$ cat src/rtl/report_frame_streamer.sv
// Streams report BRAM records to the UART transmitter, one ASCII-framed line per record.
// Each frame is OPEN, the fields separated by SEP, then EOL; fields are sent MSB byte first.
module report_frame_streamer #(
  parameter int unsigned ADDR_W      = 8,
  parameter int unsigned NUM_FIELDS  = 3,
  parameter int unsigned FIELD_BYTES = 1,
  parameter logic [7:0]  OPEN_BYTE   = 8'h5B,
  parameter logic [7:0]  SEP_BYTE    = 8'h5C,
  parameter logic [7:0]  EOL_BYTE    = 8'h0A
) (
  input  logic                                clk,
  input  logic                                rst,
  input  logic                                start,
  input  logic                                stop,
  input  logic                                continuous,
  input  logic [ADDR_W-1:0]                   last_addr,
  output logic                                mem_en,
  output logic [ADDR_W-1:0]                   mem_addr,
  input  logic [NUM_FIELDS*FIELD_BYTES*8-1:0] mem_rdata,
  output logic                                tx_start,
  output logic [7:0]                          tx_data,
  input  logic                                tx_busy,
  output logic                                busy,
  output logic                                done,
  output logic [15:0]                         frame_count
);

  localparam int unsigned REC_W     = NUM_FIELDS * FIELD_BYTES * 8;
  localparam int unsigned FRAME_LEN = NUM_FIELDS * (FIELD_BYTES + 1) + 1;
  localparam int unsigned FRAME_W   = FRAME_LEN * 8;
  localparam int unsigned IDX_W     = $clog2(FRAME_LEN);

  typedef enum logic [2:0] {
    S_IDLE, S_READ, S_LATCH, S_SEND, S_ACK, S_DRAIN, S_NEXT, S_FINISH
  } state_t;

  state_t              state_q, state_d;
  logic [ADDR_W-1:0]   addr_q, addr_d;
  logic [ADDR_W-1:0]   last_q, last_d;
  logic [FRAME_W-1:0]  frame_q, frame_d, frame_c;
  logic [IDX_W-1:0]    idx_q, idx_d;
  logic                stop_q, stop_d;
  logic                mem_en_d;
  logic [ADDR_W-1:0]   mem_addr_d;
  logic                tx_start_d;
  logic [7:0]          tx_data_d;
  logic                busy_d;
  logic                done_d;
  logic [15:0]         count_d;

  // Whole frame image built from the record; it is shifted out from the top byte.
  always_comb begin
    frame_c = '0;
    frame_c[FRAME_W-1 -: 8] = OPEN_BYTE;
    for (int k = 0; k < NUM_FIELDS; k++) begin
      for (int j = 0; j < FIELD_BYTES; j++) begin
        frame_c[FRAME_W-1-8*(1+k*(FIELD_BYTES+1)+j) -: 8] =
          mem_rdata[REC_W-1-8*(k*FIELD_BYTES+j) -: 8];
      end
      frame_c[FRAME_W-1-8*(1+k*(FIELD_BYTES+1)+FIELD_BYTES) -: 8] =
        (k == NUM_FIELDS - 1) ? EOL_BYTE : SEP_BYTE;
    end
  end

  // Next-state and registered-output logic
  always_comb begin
    state_d    = state_q;
    addr_d     = addr_q;
    last_d     = last_q;
    frame_d    = frame_q;
    idx_d      = idx_q;
    stop_d     = stop_q;
    tx_start_d = 1'b0;
    tx_data_d  = tx_data;
    done_d     = 1'b0;
    count_d    = frame_count;

    if (state_q != S_IDLE && stop) stop_d = 1'b1;

    case (state_q)
      S_IDLE: begin
        stop_d = 1'b0;
        if (start) begin
          last_d  = last_addr;
          addr_d  = '0;
          state_d = (last_addr == '0) ? S_FINISH : S_READ;
        end
      end
      S_READ:  state_d = S_LATCH;
      S_LATCH: begin
        frame_d = frame_c;
        idx_d   = '0;
        state_d = S_SEND;
      end
      S_SEND: begin
        if (!tx_busy) begin
          tx_start_d = 1'b1;
          tx_data_d  = frame_q[FRAME_W-1 -: 8];
          state_d    = S_ACK;
        end
      end
      S_ACK: if (tx_busy) state_d = S_DRAIN;
      S_DRAIN: begin
        if (!tx_busy) begin
          if (idx_q != IDX_W'(FRAME_LEN - 1)) begin
            idx_d   = idx_q + IDX_W'(1);
            frame_d = {frame_q[FRAME_W-9:0], 8'h00};
            state_d = S_SEND;
          end else begin
            count_d = frame_count + 16'd1;
            state_d = S_NEXT;
          end
        end
      end
      S_NEXT: begin
        if (stop_q || stop) begin
          state_d = S_FINISH;
        end else if (({1'b0, addr_q} + (ADDR_W+1)'(1)) < {1'b0, last_q}) begin
          addr_d  = addr_q + ADDR_W'(1);
          state_d = S_READ;
        end else if (continuous) begin
          addr_d  = '0;
          state_d = S_READ;
        end else begin
          state_d = S_FINISH;
        end
      end
      S_FINISH: begin
        done_d  = 1'b1;
        stop_d  = 1'b0;
        state_d = S_IDLE;
      end
      default: state_d = S_IDLE;
    endcase

    mem_en_d   = (state_d == S_READ);
    mem_addr_d = mem_en_d ? addr_d : mem_addr;
    busy_d     = (state_d != S_IDLE);
  end

  always_ff @(posedge clk) begin
    if (rst) begin
      state_q     <= S_IDLE;
      addr_q      <= '0;
      last_q      <= '0;
      frame_q     <= '0;
      idx_q       <= '0;
      stop_q      <= 1'b0;
      mem_en      <= 1'b0;
      mem_addr    <= '0;
      tx_start    <= 1'b0;
      tx_data     <= '0;
      busy        <= 1'b0;
      done        <= 1'b0;
      frame_count <= '0;
    end else begin
      state_q     <= state_d;
      addr_q      <= addr_d;
      last_q      <= last_d;
      frame_q     <= frame_d;
      idx_q       <= idx_d;
      stop_q      <= stop_d;
      mem_en      <= mem_en_d;
      mem_addr    <= mem_addr_d;
      tx_start    <= tx_start_d;
      tx_data     <= tx_data_d;
      busy        <= busy_d;
      done        <= done_d;
      frame_count <= count_d;
    end
  end

endmodule

$ cat config.mk
export PLATFORM = sky130hd
export DESIGN_NAME = report_frame_streamer
export DESIGN_NICKNAME = d
export VERILOG_FILES = /design/src/rtl/report_frame_streamer.sv
export SDC_FILE = /design/constraint.sdc
export NUM_CORES = 1
export LEC_CHECK = 0
export ABC_AREA = 1
export BUFFER_PORTS_ARGS = -buffer_cell sky130_fd_sc_hd__buf_2
export CAP_MARGIN = 20
export CORE_ASPECT_RATIO = 1.25
export CORE_MARGIN = 2
export CORE_UTILIZATION = 61
export DETAILED_ROUTE_END_ITERATION = 16
export PLACE_DENSITY_LB_ADDON = 0.1
export SLEW_MARGIN = 40
export SYNTH_ARGS = -nofsm -noshare
export SYNTH_HDL_FRONTEND = slang
export SYNTH_SLANG_ARGS = --single-unit
$ cat constraint.sdc
create_clock -name clk -period 4.5 [get_ports clk]
set_input_delay 0.225 -clock clk [delete_from_list [all_inputs] [get_ports clk]]
set_output_delay 0.225 -clock clk [all_outputs]
set_load 0.01 [all_outputs]
==> out/summary.log <==
qor: run_status.outcome complete, no violations
qor: timing.max-slew-margin-rel 49.4%
qor: setup_path.path_class reg -> reg
qor: layout.final_nets 746
qor: layout.drive_gt1_share 20.7%
qor: layout.finish.utilization 71.0%
qor: synthesis.netlist_area 4740 um2
qor: detailed_routing.met1_length 4370 um
qor: clock_network.clk_pin_slew_worst_paths 100 ps
qor: detailed_routing.detailroute.wirelength.met3 429 um
qor: power.power.density_cell_area 471 nW/um2
qor: die.io_pins 74
qor: die.core 7440 um2
qor: global_routing.grt-ovfl-total 0
qor: timing.finalHoldViolations 0
qor: placed_design.buffer_ports.inserted 73
qor: synthesis.synth_enable_flop_cells 0
qor: detailed_routing.wl 10200 um
qor: timing.worstMarginPinSlew 758 ps
qor: clock_network.clock_insertion_delay_worst_skew 370 ps
qor: synthesis.synth_nets 687
qor: clock_network.clock_sink_count 108
qor: synthesis.postSynthRegisterBits 108
qor: placed_design.dpl_cell_area 5100 um2
qor: global_routing.grt_max_degree 52
qor: synthesis.synth_top_cells_by_area sky130_fd_sc_hd__dfxtp_1 46%, sky130_fd_sc_hd__nand2_1 11%, sky130_fd_sc_hd__nor2_1 4.8%, sky130_fd_sc_hd__inv_1 4.7%, sky130_fd_sc_hd__a21oi_1 4.6%
qor: clock_network.cts-buffers-inserted 9
qor: timing.setup_repair_after_global_routing_missed_its_margin no
qor: power.power.ir.vdd_worst 0.302 mV
qor: detailed_routing.drc 0
qor: setup_path.cp-end-kind register
qor: layout.area_delta_synth_final 11.5%
qor: die.die_x 82.9 um
qor: synthesis.synth_ff_type sky130_fd_sc_hd__dfxtp_1
qor: synthesis.synth.yosys.warnings 0
qor: setup_path.startpoint_type register
qor: synthesis.synthesized_area_per_cell 7.43 um2
qor: clock_network.cts_hold_buffers 0
qor: synthesis.netlist.area_leader.share 45.6%
qor: min_path.min-delay-path-class in -> reg
qor: detailed_routing.vias_per_cell 5.29
qor: timing.tns 0 ps
qor: detailed_routing.highest-signal-layer met4
qor: power.total_leakage_power 2.37 nW
qor: placed_design.gp_congestion 0.901
qor: setup_path.cp_data_required_time 4780 ps
qor: setup_path.critPathArrivalTime 3400 ps
qor: clock_network.cts.repair.resized 0
qor: detailed_routing.met2WireLength 5190 um
qor: timing.timing.final.crit_period 3130 ps
qor: global_routing.number_of_antenna_violations_at_the_first_check_in_global_routing 0
qor: synthesis.ys_async_sr_fraction 0%
qor: die.fp.dieArea 8500 um2
qor: timing.maxSlewViolCount 0
qor: timing.setup-violations-final 0
qor: placed_design.place.detailed.hpwl 7360 um
qor: clock_network.root_buffer sky130_fd_sc_hd__clkbuf_8
qor: synthesis.post_synth_top_area_cell sky130_fd_sc_hd__dfxtp_1
qor: die.start_util 63.7%
qor: detailed_routing.average_detailed_routed_wire_length_per_instance 12.8 um
qor: die.rows 35
qor: die.die_ht 103 um
qor: run.max_cap_violations 0
qor: synthesis.seq_area_frac_synth 45.6%
qor: global_routing.grt_pass1_vias 3967
qor: detailed_routing.initialDrtViolationCount 183
qor: detailed_routing.vias 4197
qor: global_routing.track_usage 24.7%
qor: clock_network.clockBufferDepth 2
qor: timing.max_clock_freq 320 MHz
qor: clock_network.clock_tree.htree_level_count 3
qor: global_routing.wire_length_of_the_first_global_routing_pass 17200 um
qor: layout.num_antenna_cells 0
qor: setup_path.worst-path-max-fanout 16
qor: clock_network.tritoncts_clock_tree done
qor: detailed_routing.drtAntennaViolNets 0
qor: clock_network.cts_setup_buffers 0
qor: detailed_routing.drt-pass1-iter-count 4
qor: timing.finalClockSkew 9.12 ps
qor: synthesis.yosys.cell_types.count 39
qor: timing.min_period_over_period 69.5%
qor: synthesis.synthesis.instances 638
qor: layout.layout.cell_area.non_filler 5290 um2
-- Yosys cell counts, types with 2 or more instances --
cell,n
sky130_fd_sc_hd__o21ai_1,14
sky130_fd_sc_hd__nor2_4,2
sky130_fd_sc_hd__o22ai_1,12
sky130_fd_sc_hd__nor3_1,5
sky130_fd_sc_hd__o21ai_0,43
sky130_fd_sc_hd__xor2_1,5
sky130_fd_sc_hd__buf_2,4
sky130_fd_sc_hd__ha_1,11
sky130_fd_sc_hd__inv_1,59
sky130_fd_sc_hd__nand3_1,23
sky130_fd_sc_hd__nand3_2,4
sky130_fd_sc_hd__inv_2,11
sky130_fd_sc_hd__nand2_1,139
sky130_fd_sc_hd__a31oi_1,18
sky130_fd_sc_hd__nor4_1,3
sky130_fd_sc_hd__nor2_1,61
sky130_fd_sc_hd__dfxtp_1,108
sky130_fd_sc_hd__nand2_2,7
sky130_fd_sc_hd__nand4_1,4
sky130_fd_sc_hd__nor2_2,22
sky130_fd_sc_hd__nor3_2,3
sky130_fd_sc_hd__a21oi_1,44
sky130_fd_sc_hd__clkbuf_1,19
sky130_fd_sc_hd__or2_2,2
-- worst max-delay path, cell delays in order, from the launching register on --
cell	delay, ps
sky130_fd_sc_hd__dfxtp_1	410
sky130_fd_sc_hd__ha_1	210
sky130_fd_sc_hd__nand3_1	160
sky130_fd_sc_hd__nor2_1	160
sky130_fd_sc_hd__nand3_1	80
sky130_fd_sc_hd__nand2_1	100
sky130_fd_sc_hd__inv_1	50
sky130_fd_sc_hd__ha_1	280
sky130_fd_sc_hd__nand2_1	60
sky130_fd_sc_hd__nand2_1	40
sky130_fd_sc_hd__nand2_1	50
sky130_fd_sc_hd__nand2_1	60
sky130_fd_sc_hd__nor2_2	120
sky130_fd_sc_hd__nand2_1	110
sky130_fd_sc_hd__nand2_1	90
sky130_fd_sc_hd__nand2_2	110
sky130_fd_sc_hd__nand2_2	140
sky130_fd_sc_hd__nand3_2	120
sky130_fd_sc_hd__nor2_4	420
sky130_fd_sc_hd__nand2_1	120
sky130_fd_sc_hd__nand2_1	100
sky130_fd_sc_hd__nor2_2	40
-- layout by cell type, fill, tap and decap left out, types with 3 or more instances in the layout --
cell type	count
sky130_fd_sc_hd__ha_1	11
sky130_fd_sc_hd__o21ai_0	43
sky130_fd_sc_hd__dfxtp_1	108
sky130_fd_sc_hd__nor3_1	5
sky130_fd_sc_hd__nand2_1	139
sky130_fd_sc_hd__nor3_2	3
sky130_fd_sc_hd__o22ai_1	12
sky130_fd_sc_hd__clkbuf_8	10
sky130_fd_sc_hd__nand2_2	7
sky130_fd_sc_hd__inv_1	59
sky130_fd_sc_hd__buf_2	73
sky130_fd_sc_hd__a21oi_1	44
sky130_fd_sc_hd__nand3_1	23
sky130_fd_sc_hd__nand4_1	4
sky130_fd_sc_hd__nand3_2	4
sky130_fd_sc_hd__nor2_2	22
sky130_fd_sc_hd__nor4_1	3
sky130_fd_sc_hd__inv_2	11
sky130_fd_sc_hd__xor2_1	5
sky130_fd_sc_hd__nor2_1	61
sky130_fd_sc_hd__a31oi_1	18
sky130_fd_sc_hd__o21ai_1	14
-- through the flow --
step                      instances  hold slack (ps)  worst slack, ps  power, mW
after floorplan                 638              360             1880       1.80
after global placement          778              442             1490       1.92
after detailed placement        778              453             1400       1.95
after CTS                       794             89.5             1360       2.50
after global routing            794             93.5             1020       2.64
final                           794             94.4             1370       2.49
-- final cells by class --
class | count | area, um2
Multi-Input combinational cell | 432 | 2180
Sequential cell | 108 | 2160
Fill cell | 652 | 2160
Timing Repair Buffer | 75 | 380
Inverter | 71 | 269
Clock buffer | 10 | 138
Tap cell | 92 | 115
Clock inverter | 6 | 46.3
-- per-layer routing --
metal  vias to the layer above  GRT usage, %
met1                      1892          29.0
li1                       2192             -
met2                        96          45.7
met5                         -             0
met4                         0          10.5
met3                        17          3.20
-- power by group --
part	leakage [nW]	switching [mW]	internal [mW]	total (mW)
registers	0.879	0.0942	1.13	1.22
logic	1.40	0.461	0.245	0.707
clock network	0.0950	0.338	0.223	0.561
-- path summary, 6_finish.rpt --
| check | cells past startpoint | to | from | slack (ps) |
|---|---|---|---|---|
| min reg2reg | 2 | frame_q[39]$_SDFFE_PP0P_ | frame_q[31]$_SDFFE_PP0P_ | 460 |
| max | 21 | mem_addr[0]$_SDFFE_PP0N_ | addr_q[0]$_SDFF_PP0_ | 1370 |
| min | 3 | frame_q[10]$_SDFFE_PP0P_ | mem_rdata[2] | 90 |
| max reg2reg | 21 | mem_addr[0]$_SDFFE_PP0N_ | addr_q[0]$_SDFF_PP0_ | 1370 |
-- logic make-up after synthesis --
kind of cell             Yosys count  share of synthesized area, %
adder cells (fa/ha/maj)           11                          2.90
flip-flops                       108                          45.6
AND/OR/NAND/NOR                  278                          26.2
AO/OA/AOI/OAI                    138                          15.9
buffers and inverters             98                          8.50
XOR/XNOR                           5                         0.924
-- state kept, by name, summed over array words and instances, names as in the netlist, 3 cells and up --
signal / count
mem_addr: 8
tx_data: 8
state_q: 3
last_q: 8
frame_q: 49
addr_q: 8
frame_count: 16
idx_q: 3
Note: power is estimated with default switching activity, not from simulation.
